$ cat config.mk
export PLATFORM = sky130hd
export DESIGN_NAME = pack_rr_sched
export DESIGN_NICKNAME = d
export VERILOG_FILES = /design/src/rtl/pack_sched_pkg.sv /design/src/rtl/pack_rr_sched_rr_arbiter.sv /design/src/rtl/pack_rr_sched.sv
export SDC_FILE = /design/constraint.sdc
export NUM_CORES = 1
export LEC_CHECK = 0
export ABC_AREA = 1
export BUFFER_PORTS_ARGS = -buffer_cell sky130_fd_sc_hd__buf_2
export CAP_MARGIN = 20
export CORE_AREA = 10 10 229 231
export DETAILED_ROUTE_END_ITERATION = 6
export DIE_AREA = 0 0 239 241
export PLACE_DENSITY = 0.51
export RECOVER_POWER = 100
export REMOVE_ABC_BUFFERS = 1
export SLEW_MARGIN = 20
export SYNTH_ARGS = -nofsm -noshare
export SYNTH_HDL_FRONTEND = slang
export SYNTH_SLANG_ARGS = --single-unit
export TNS_END_PERCENT = 100
$ cat constraint.sdc
create_clock -name clk -period 4.9 [get_ports clk]
set_input_delay 1.47 -clock clk [delete_from_list [all_inputs] [get_ports clk]]
set_output_delay 1.47 -clock clk [all_outputs]
set_load 0.1 [all_outputs]
$ cat src/rtl/pack_sched_pkg.sv
`default_nettype none
// ============================================================================
// Module      : pack_sched_pkg
// Description : Shared types and helpers for the packer round-robin
//               scheduler. Holds the FSM state encoding, integer ceil_div and
//               clog2 helpers, and the beats-per-word derivation.
// Revision    : 1.0 - initial release
// ============================================================================
package pack_sched_pkg;

  typedef enum logic [1:0] {
    ST_IDLE  = 2'd0,
    ST_FILL  = 2'd1,
    ST_PAD   = 2'd2,
    ST_DRAIN = 2'd3
  } sched_state_t;

  function automatic int ceil_div(input int a, input int b);
    return (a + b - 1) / b;
  endfunction

  // clog2(1) = 0, clog2(2) = 1, clog2(3) = 2, clog2(4) = 2, ...
  function automatic int clog2(input int v);
    int r;
    int x;
    r = 0;
    x = v - 1;
    while (x > 0) begin
      r = r + 1;
      x = x >> 1;
    end
    return r;
  endfunction

  function automatic int num_beats(input int out_w, input int in_w);
    return ceil_div(out_w, in_w);
  endfunction

endpackage : pack_sched_pkg
`default_nettype wire

$ cat src/rtl/pack_rr_sched_rr_arbiter.sv
`default_nettype none
// ============================================================================
// Module      : rr_arbiter
// Description : Pointer-based round-robin arbiter. The grant is purely
//               combinational: the first asserted request found searching
//               upward from the pointer, with wrap. The pointer is registered
//               and moves to one past the served index when advance is high.
// Ports       : clk, rst_n      - clock, async active-low reset
//               clr             - synchronous pointer clear (wins over advance)
//               req             - request vector
//               advance/adv_idx - move pointer to adv_idx+1 (mod NUM_REQ)
//               grant_idx/vld   - combinational grant result
// Revision    : 1.0 - initial release
// ============================================================================
module rr_arbiter #(
  parameter int NUM_REQ = 4,
  parameter int ID_W    = 2
) (
  input  logic               clk,
  input  logic               rst_n,
  input  logic               clr,
  input  logic [NUM_REQ-1:0] req,
  input  logic               advance,
  input  logic [ID_W-1:0]    adv_idx,
  output logic [ID_W-1:0]    grant_idx,
  output logic               grant_vld
);

  logic [ID_W-1:0] ptr_q;

  // Walk offsets from highest to lowest so the smallest offset from the
  // pointer is the last (and therefore winning) assignment.
  always_comb begin
    grant_idx = '0;
    grant_vld = 1'b0;
    for (int i = NUM_REQ - 1; i >= 0; i--) begin
      if (req[(int'(ptr_q) + i) % NUM_REQ]) begin
        grant_idx = ID_W'((int'(ptr_q) + i) % NUM_REQ);
        grant_vld = 1'b1;
      end
    end
  end

  always_ff @(posedge clk or negedge rst_n) begin
    if (!rst_n) begin
      ptr_q <= '0;
    end else if (clr) begin
      ptr_q <= '0;
    end else if (advance) begin
      ptr_q <= (adv_idx == ID_W'(NUM_REQ - 1)) ? '0 : adv_idx + 1'b1;
    end
  end

endmodule : rr_arbiter
`default_nettype wire

$ cat src/rtl/pack_rr_sched.sv
`default_nettype none
// ============================================================================
// Module      : pack_rr_sched
// Description : Round-robin scheduler sharing one external packer_right
//               (IN_WIDTH beats -> OUT_WIDTH word) among NUM_REQ narrow
//               streams. One requester is granted per packed word; a word
//               cut short by Last is zero-padded, drained from the packer
//               into a tagged output register, then arbitration resumes.
// Ports       : clk, rst_n          - clock, async active-low reset
//               Reset               - synchronous clear / abort
//               Req_EnWr/RdyWr/DatWr/Last - per-requester beat streams
//               Pk_*                - connection to the external packer
//               Out_Vld/Rdy/Dat/Id/Last/Pad - packed word output register
// Revision    : 1.0 - initial release
// ============================================================================
module pack_rr_sched
  import pack_sched_pkg::*;
#(
  parameter  int NUM_REQ   = 4,
  parameter  int IN_WIDTH  = 64,
  parameter  int OUT_WIDTH = 128,
  localparam int NUM_BEATS = num_beats(OUT_WIDTH, IN_WIDTH),
  localparam int ID_W      = (clog2(NUM_REQ) > 1) ? clog2(NUM_REQ) : 1,
  localparam int CNT_W     = clog2(NUM_BEATS + 1)
) (
  input  logic                        clk,
  input  logic                        rst_n,
  input  logic                        Reset,
  input  logic [NUM_REQ-1:0]          Req_EnWr,
  output logic [NUM_REQ-1:0]          Req_RdyWr,
  input  logic [NUM_REQ*IN_WIDTH-1:0] Req_DatWr,
  input  logic [NUM_REQ-1:0]          Req_Last,
  output logic                        Pk_Reset,
  output logic                        Pk_EnWr,
  input  logic                        Pk_RdyWr,
  output logic [IN_WIDTH-1:0]         Pk_DatWr,
  input  logic                        Pk_RdyRd,
  output logic                        Pk_EnRd,
  input  logic [OUT_WIDTH-1:0]        Pk_DatRd,
  output logic                        Out_Vld,
  input  logic                        Out_Rdy,
  output logic [OUT_WIDTH-1:0]        Out_Dat,
  output logic [ID_W-1:0]             Out_Id,
  output logic                        Out_Last,
  output logic [CNT_W-1:0]            Out_Pad
);

  localparam logic [CNT_W-1:0] LAST_BEAT = CNT_W'(NUM_BEATS - 1);

  sched_state_t     state_q, state_d;
  logic [ID_W-1:0]  grant_q, grant_d;
  logic [CNT_W-1:0] beat_cnt_q, beat_cnt_d;
  logic [CNT_W-1:0] pad_q, pad_d;
  logic             last_seen_q, last_seen_d;

  logic [ID_W-1:0]  arb_idx;
  logic             arb_vld;
  logic             drain_fire;

  // The output register can take a word when it is empty or being emptied
  // on this edge; the sync Reset always suppresses the transfer.
  assign drain_fire = (state_q == ST_DRAIN) && (!Out_Vld || Out_Rdy)
                      && Pk_RdyRd && !Reset;

  assign Pk_Reset = Reset;

  rr_arbiter #(
    .NUM_REQ (NUM_REQ),
    .ID_W    (ID_W)
  ) u_arb (
    .clk       (clk),
    .rst_n     (rst_n),
    .clr       (Reset),
    .req       (Req_EnWr),
    .advance   (drain_fire),
    .adv_idx   (grant_q),
    .grant_idx (arb_idx),
    .grant_vld (arb_vld)
  );

  always_comb begin
    state_d     = state_q;
    grant_d     = grant_q;
    beat_cnt_d  = beat_cnt_q;
    pad_d       = pad_q;
    last_seen_d = last_seen_q;
    Req_RdyWr   = '0;
    Pk_EnWr     = 1'b0;
    Pk_DatWr    = '0;
    Pk_EnRd     = 1'b0;

    case (state_q)
      ST_IDLE: begin
        if (arb_vld) begin
          grant_d     = arb_idx;
          state_d     = ST_FILL;
          beat_cnt_d  = '0;
          pad_d       = '0;
          last_seen_d = 1'b0;
        end
      end

      ST_FILL: begin
        Req_RdyWr[grant_q] = Pk_RdyWr;
        Pk_DatWr           = Req_DatWr[int'(grant_q)*IN_WIDTH +: IN_WIDTH];
        Pk_EnWr            = Req_EnWr[grant_q] & Pk_RdyWr;
        if (Pk_EnWr) begin
          beat_cnt_d = beat_cnt_q + 1'b1;
          if (beat_cnt_q == LAST_BEAT) begin
            state_d     = ST_DRAIN;
            last_seen_d = Req_Last[grant_q];
          end else if (Req_Last[grant_q]) begin
            state_d     = ST_PAD;
            last_seen_d = 1'b1;
            pad_d       = LAST_BEAT - beat_cnt_q;
          end
        end
      end

      // Zero beats are pushed until the packer holds a full word; the
      // running beat count doubles as the pad countdown.
      ST_PAD: begin
        Pk_EnWr = 1'b1;
        if (Pk_RdyWr) begin
          beat_cnt_d = beat_cnt_q + 1'b1;
          if (beat_cnt_q == LAST_BEAT) begin
            state_d = ST_DRAIN;
          end
        end
      end

      ST_DRAIN: begin
        if (drain_fire) begin
          Pk_EnRd = 1'b1;
          state_d = ST_IDLE;
        end
      end

      default: begin
        state_d = ST_IDLE;
      end
    endcase

    if (Reset) begin
      state_d    = ST_IDLE;
      beat_cnt_d = '0;
      Req_RdyWr  = '0;
      Pk_EnWr    = 1'b0;
      Pk_DatWr   = '0;
      Pk_EnRd    = 1'b0;
    end
  end

  always_ff @(posedge clk or negedge rst_n) begin
    if (!rst_n) begin
      state_q     <= ST_IDLE;
      grant_q     <= '0;
      beat_cnt_q  <= '0;
      pad_q       <= '0;
      last_seen_q <= 1'b0;
    end else begin
      state_q     <= state_d;
      grant_q     <= grant_d;
      beat_cnt_q  <= beat_cnt_d;
      pad_q       <= pad_d;
      last_seen_q <= last_seen_d;
    end
  end

  // Output register: a capture on the same edge as a consumer accept keeps
  // Out_Vld high with the new word.
  always_ff @(posedge clk or negedge rst_n) begin
    if (!rst_n) begin
      Out_Vld  <= 1'b0;
      Out_Dat  <= '0;
      Out_Id   <= '0;
      Out_Last <= 1'b0;
      Out_Pad  <= '0;
    end else if (Reset) begin
      Out_Vld <= 1'b0;
    end else if (drain_fire) begin
      Out_Vld  <= 1'b1;
      Out_Dat  <= Pk_DatRd;
      Out_Id   <= grant_q;
      Out_Last <= last_seen_q;
      Out_Pad  <= pad_q;
    end else if (Out_Rdy) begin
      Out_Vld <= 1'b0;
    end
  end

  // The packer must present a full word for the whole time we sit in DRAIN.
  a_drain_has_word : assert property (
    @(posedge clk) disable iff (!rst_n) (state_q == ST_DRAIN) |-> Pk_RdyRd
  );

endmodule : pack_rr_sched
`default_nettype wire

-- Word-level counts from Yosys, hierarchy flattened
Cells that the tools add are included.
- $add $sub $neg: 6
- $mul: 0
- divide/modulo/power cells: 0
- order comparisons: 6
- eq/ne operators: 16
- shift operators: 1
- muxes and demuxes: 63
- bitwise logic cells: 6
- reductions and logical operators: 21
- operators with widths (kind ; number):
    $shiftx 256x9->64 ; 1
    $mux 64 ; 2
    $mux 2 ; 22
    $mux 1 ; 25
    $ne 3x3->1 const B ; 6
    $bmux 1 s2 ; 6
    $lt 3x4->1 const B ; 3
    $mux 4 ; 2
    $ne 2x2->1 const B ; 4
    $pmux 2 s4 ; 1
    $reduce_and 4->1 ; 2
    $add 2x1->2 const B ; 3
    $eq 2x2->1 const B ; 3
    $lt 2x3->1 const B ; 2
    $pmux 2 s3 ; 1
    $reduce_and 6->1 ; 1
    $reduce_or 2->1 ; 3
    $reduce_and 5->1 ; 1
    $add 2x2->2 const B ; 2
    $and 4x4->4 ; 1
    $eq 2x1->1 const B ; 2
    $logic_and 1x1->1 ; 4
    $ne 4x4->1 const B ; 1
    $pmux 1 s2 ; 2
    14 further kinds ; 19
- bits in registers: 145
- latch bits: 0
- memory bits (writable): 0
- bits in read-only memories: 0
- bits of input ports: 398
- output and inout bits: 205
- word-level logic and storage cells: 130
- memories kept: 0

-- Depth between registers and ports, before layout
- depth in word-level cells: 13
- mapped depth: 12
- gate-level depth less buffers: 11

-- Cells and area by module
A second synthesis with hierarchy kept.
- cells, all modules: 1110
- area, all modules: 7967.6 µm²
- modules (own cells, without submodules) (module ; instances ; cells an instance ; area each (µm²) ; seq. area each (µm²)):
    pack_rr_sched ; 1 ; 1057 ; 7654.8 ; 3578.4
    rr_arbiter ; 1 ; 53 ; 312.8 ; 50.0

-- Worst setup path before layout
Ideal clock, no wire load.
- path kind: input port to output port
- start: input Reset
- end: output Pk_DatWr[15]
- data arrival time: 3.615 ns
- data required time: 3.430 ns
- path slack: -0.185 ns
- stages: 6
- buffers on the path: 3
- path through: buf_2 nor2_1 inv_1 buf_2 buf_2 a21oi_1
- word-level cells in the longest chain between the ends: 1
- RTL lines (what ; RTL line ; text):
    start: declaration ; pack_rr_sched.sv:28 ; input logic Reset,
    $mux 64 ; pack_rr_sched.sv:144 ; if (Reset) begin
    end: declaration ; pack_rr_sched.sv:36 ; output logic [IN_WIDTH-1:0] Pk_DatWr,
No other way between the ends.

-- Worst setup path in the final report
- start: register grant_q[1]
- end: output Req_RdyWr[0]
- word-level cells in the longest chain between the ends: 7
- elaborated cells on any way between the ends: 8
- classes of those cells: order compare (2); mux (4); bitwise (1); reduce/logical (1)
- RTL lines (what ; RTL line ; text):
    start: declaration ; pack_rr_sched.sv:51 ; logic [ID_W-1:0] grant_q, grant_d;
    start signal: assignment ; pack_rr_sched.sv:163 ; grant_q <= grant_d;
    $lt 2x3->1 (not written as such) or $ge 2x1->1 (tied branches) ; pack_rr_sched.sv:104 ; Req_RdyWr[grant_q] = Pk_RdyWr;
    $logic_and 1x1->1 (not written as such) ; pack_rr_sched.sv:104 ;
    $mux 1 (not written as such) ; pack_rr_sched.sv:104 ;
    $demux 1 s2 (*) ; pack_rr_sched.sv:104 ;
    $and 4x4->4 (no line) (*) ; -- ;
    $mux 4 (*) ; pack_rr_sched.sv:92 ; case (state_q)
    $mux 4 (*) ; pack_rr_sched.sv:144 ;
    end: declaration ; pack_rr_sched.sv:30 ; output logic [NUM_REQ-1:0] Req_RdyWr,
Mark *: on every way between the ends. The rest lies on a longest branch, timed or not.

==> metrics.csv <==
stage,metric,value,unit
run_status,status,"complete, but fails checks",
run_status,violations,"capacitance limit, slew limit",
sta,relSlewSlack,-62.6,%
drt,drc_errors,0,
place,post_dp_cell_area,11900,um^2
synth,yosysSeqAreaShare,43.8,%
sta,slew_viol_final,152,
synth,yosysTopAreaCellShare,43.8,%
flow_run,max_cap_violations,2,
floorplan,num_rows,80,
drt,drt-initial-drc-count,634,
clock_network,ctsResizeCount,0,
setup_path,arrival,3.13,ns
synth,netlist_area,8280,um^2
drt,vias,10400,
synth,avgSynthCellArea,6.70,um^2
synth,synth_edf_count,0,
min_path,hp-class,reg -> reg,
synth,synth_area_leader_cell,dfrtp_1,
synth,synthCells,1235,
setup_path,critPathRequiredTime,3.43,ns
drt,dr.pass1.iters,6,
drt,via_per_inst,4.28,
cells_and_area,drive_above_1_share,29.3,%
floorplan,dieArea,57600,um^2
clock_network,cts.sinks,145,
sta,finalSetupViolCount,0,
place,port_buffers,602,
synth,yosysWarnings,0,
synth,synth_flop_cell,dfrtp_1,
grt,grt_pass1_wl,66500,um
sta,rsz0062_at_grt,no,
cells_and_area,nets,2195,
floorplan,die_w,239,um
drt,wl,46900,um
sta,post-route-period-util,93.9,%
sta,hold_viol_final,0,
clock_network,clk_pin_slew,0.08,ns
place,dp_hpwl,38200,um
sta,fmax,0.217,GHz
cells_and_area,finalInstanceArea,12300,um^2
synth,synth.most_common_cell,nand2_1,
clock_network,htreeDepth,4,
drt,drt-wirelength-per-cell,19.3,um
floorplan,die_h,241,um
clock_network,cts_inserted_buffers,17,
synth,synthDistinctLibCells,32,
setup_path,cp-end-kind,primary output,
synth,ys_ff_latch,145,
setup_path,criticalPathCategory,reg -> out,
grt,grt_max_degree,138,
place,gp_congestion,1.02,
setup_path,cp-start-kind,flop,
clock_network,clockBufferDepth,2,
clock_network,cts_tree,built,
sta,period_needed,4.60,ns
sta,worstMarginPinSlew,2.44,ns
sta,clock_skew,0.0149,ns
grt,grt_pass1_vias,10500,
drt,final_antenna_net_count,0,
cells_and_area,area_growth,48.2,%
grt,grt_overflow_total,0,
synth,synth-async-reset-ratio,100,%
grt,grt_usage,15.3,%
clock_network,post_cts_buffers,0,
grt,grt_antenna_before_repair,33,
floorplan,pin_count,603,
floorplan,coreArea,47500,um^2
clock_network,insertion_delay,0.45,ns
synth,yosys-top-cells-count,"nand2_1, nor2_1, dfrtp_1, o21ai_0, a21oi_1",
synth,yosys-top-cells-area,"dfrtp_1, nand2_1, nor2_1",
setup_path,crit_fanout,37,
clock_network,root_buffer,clkbuf_16,
floorplan,start_util,17.4,%
clock_network,hold_buffers,0,
flip-flops by register name, indices dropped and copies added (netlist names):
register	count
pad_q	2
Out_Last	1
Out_Dat	128
last_seen_q	1
state_q	2
Out_Id	2
grant_q	2
u_arb.ptr_q	2
beat_cnt_q	2
Out_Vld	1
Out_Pad	2
per-layer routing:
metal,vias up,wire length [um],GRT usage (%)
met2,532,23600,27.4
li1,4998,-,-
met1,4739,17700,16.4
met3,86,4080,5.02
met4,8,1490,5.96
met5,-,40,0
cells by family after synthesis:
family,Yosys count,share of synthesized area (%)
flip-flops,145,43.8
buffers and inverters,105,5.76
AO/OA/AOI/OAI,212,13.0
adder cells (fa/ha/maj),10,1.51
AND/OR/NAND/NOR,763,35.9
critical path, cell delays in order, from the launching register on:
cell and delay, ns:
dfrtp_2 0.40, inv_1 0.97, buf_4 0.47, ha_1 0.20, inv_1 0.04, nor2_1 0.10
clkbuf_2 0.47
path summary, 6_finish.rpt:
path / slack [ns] / depth (start not counted) / end / start
max: 0.30 / 6 / Req_RdyWr[0] / grant_q[1]
min: 0.47 / 2 / Out_Dat[116] / Out_Dat[116]
max reg2reg: 1.10 / 8 / Out_Dat[13] / state_q[0]
min reg2reg: 0.47 / 2 / Out_Dat[116] / Out_Dat[116]
max in group asynchronous: 1.83 / 1 / grant_q[0] / rst_n
min in group asynchronous: 1.61 / 1 / Out_Dat[30] / rst_n
placed cells by master (no fill, tap or decap), types with 4 or more instances in the layout:
master / n
a21oi_1: 66
nand4_1: 4
clkbuf_1: 137
nand2_2: 5
o21ai_0: 120
nand2_1: 458
clkbuf_2: 68
buf_12: 4
nand3_1: 16
buf_2: 396
dfrtp_1: 143
buf_4: 9
clkbuf_16: 17
o21ai_1: 19
diode_2: 9
nor2_1: 271
inv_6: 6
inv_1: 18
ha_1: 10
final cells by class:
cell class | instances | area [um^2]
fillers | 5479 | 35300
diodes | 9 | 22.5
inverters | 23 | 93.8
repair buffers | 615 | 3000
multi-input cells | 985 | 4150
clock buffers | 18 | 439
well taps | 615 | 769
clock inverters | 14 | 169
flip-flops and latches | 145 | 3630
through the flow:
| step | cells | setup TNS [ns] | util [%] | hold slack [ns] | setup slack, ns |
|---|---|---|---|---|---|
| 2_1_floorplan | 1153 | -114.04 | - | 0.442 | -0.993 |
| 3_3_place_gp | 2383 | 0 | 24.9 | 0.449 | 0.485 |
| 3_5_place_dp | 2383 | 0 | 24.9 | 0.453 | 0.386 |
| 4_1_cts | 2415 | 0 | 26.2 | 0.469 | 0.378 |
| 5_1_grt | 2423 | 0 | 25.8 | 0.489 | 0.128 |
| 6_report | 2424 | 0 | 25.8 | 0.469 | 0.299 |
Power is not shown: default switching activity piles up to over one toggle a cycle in this logic, so the estimate is an artifact.
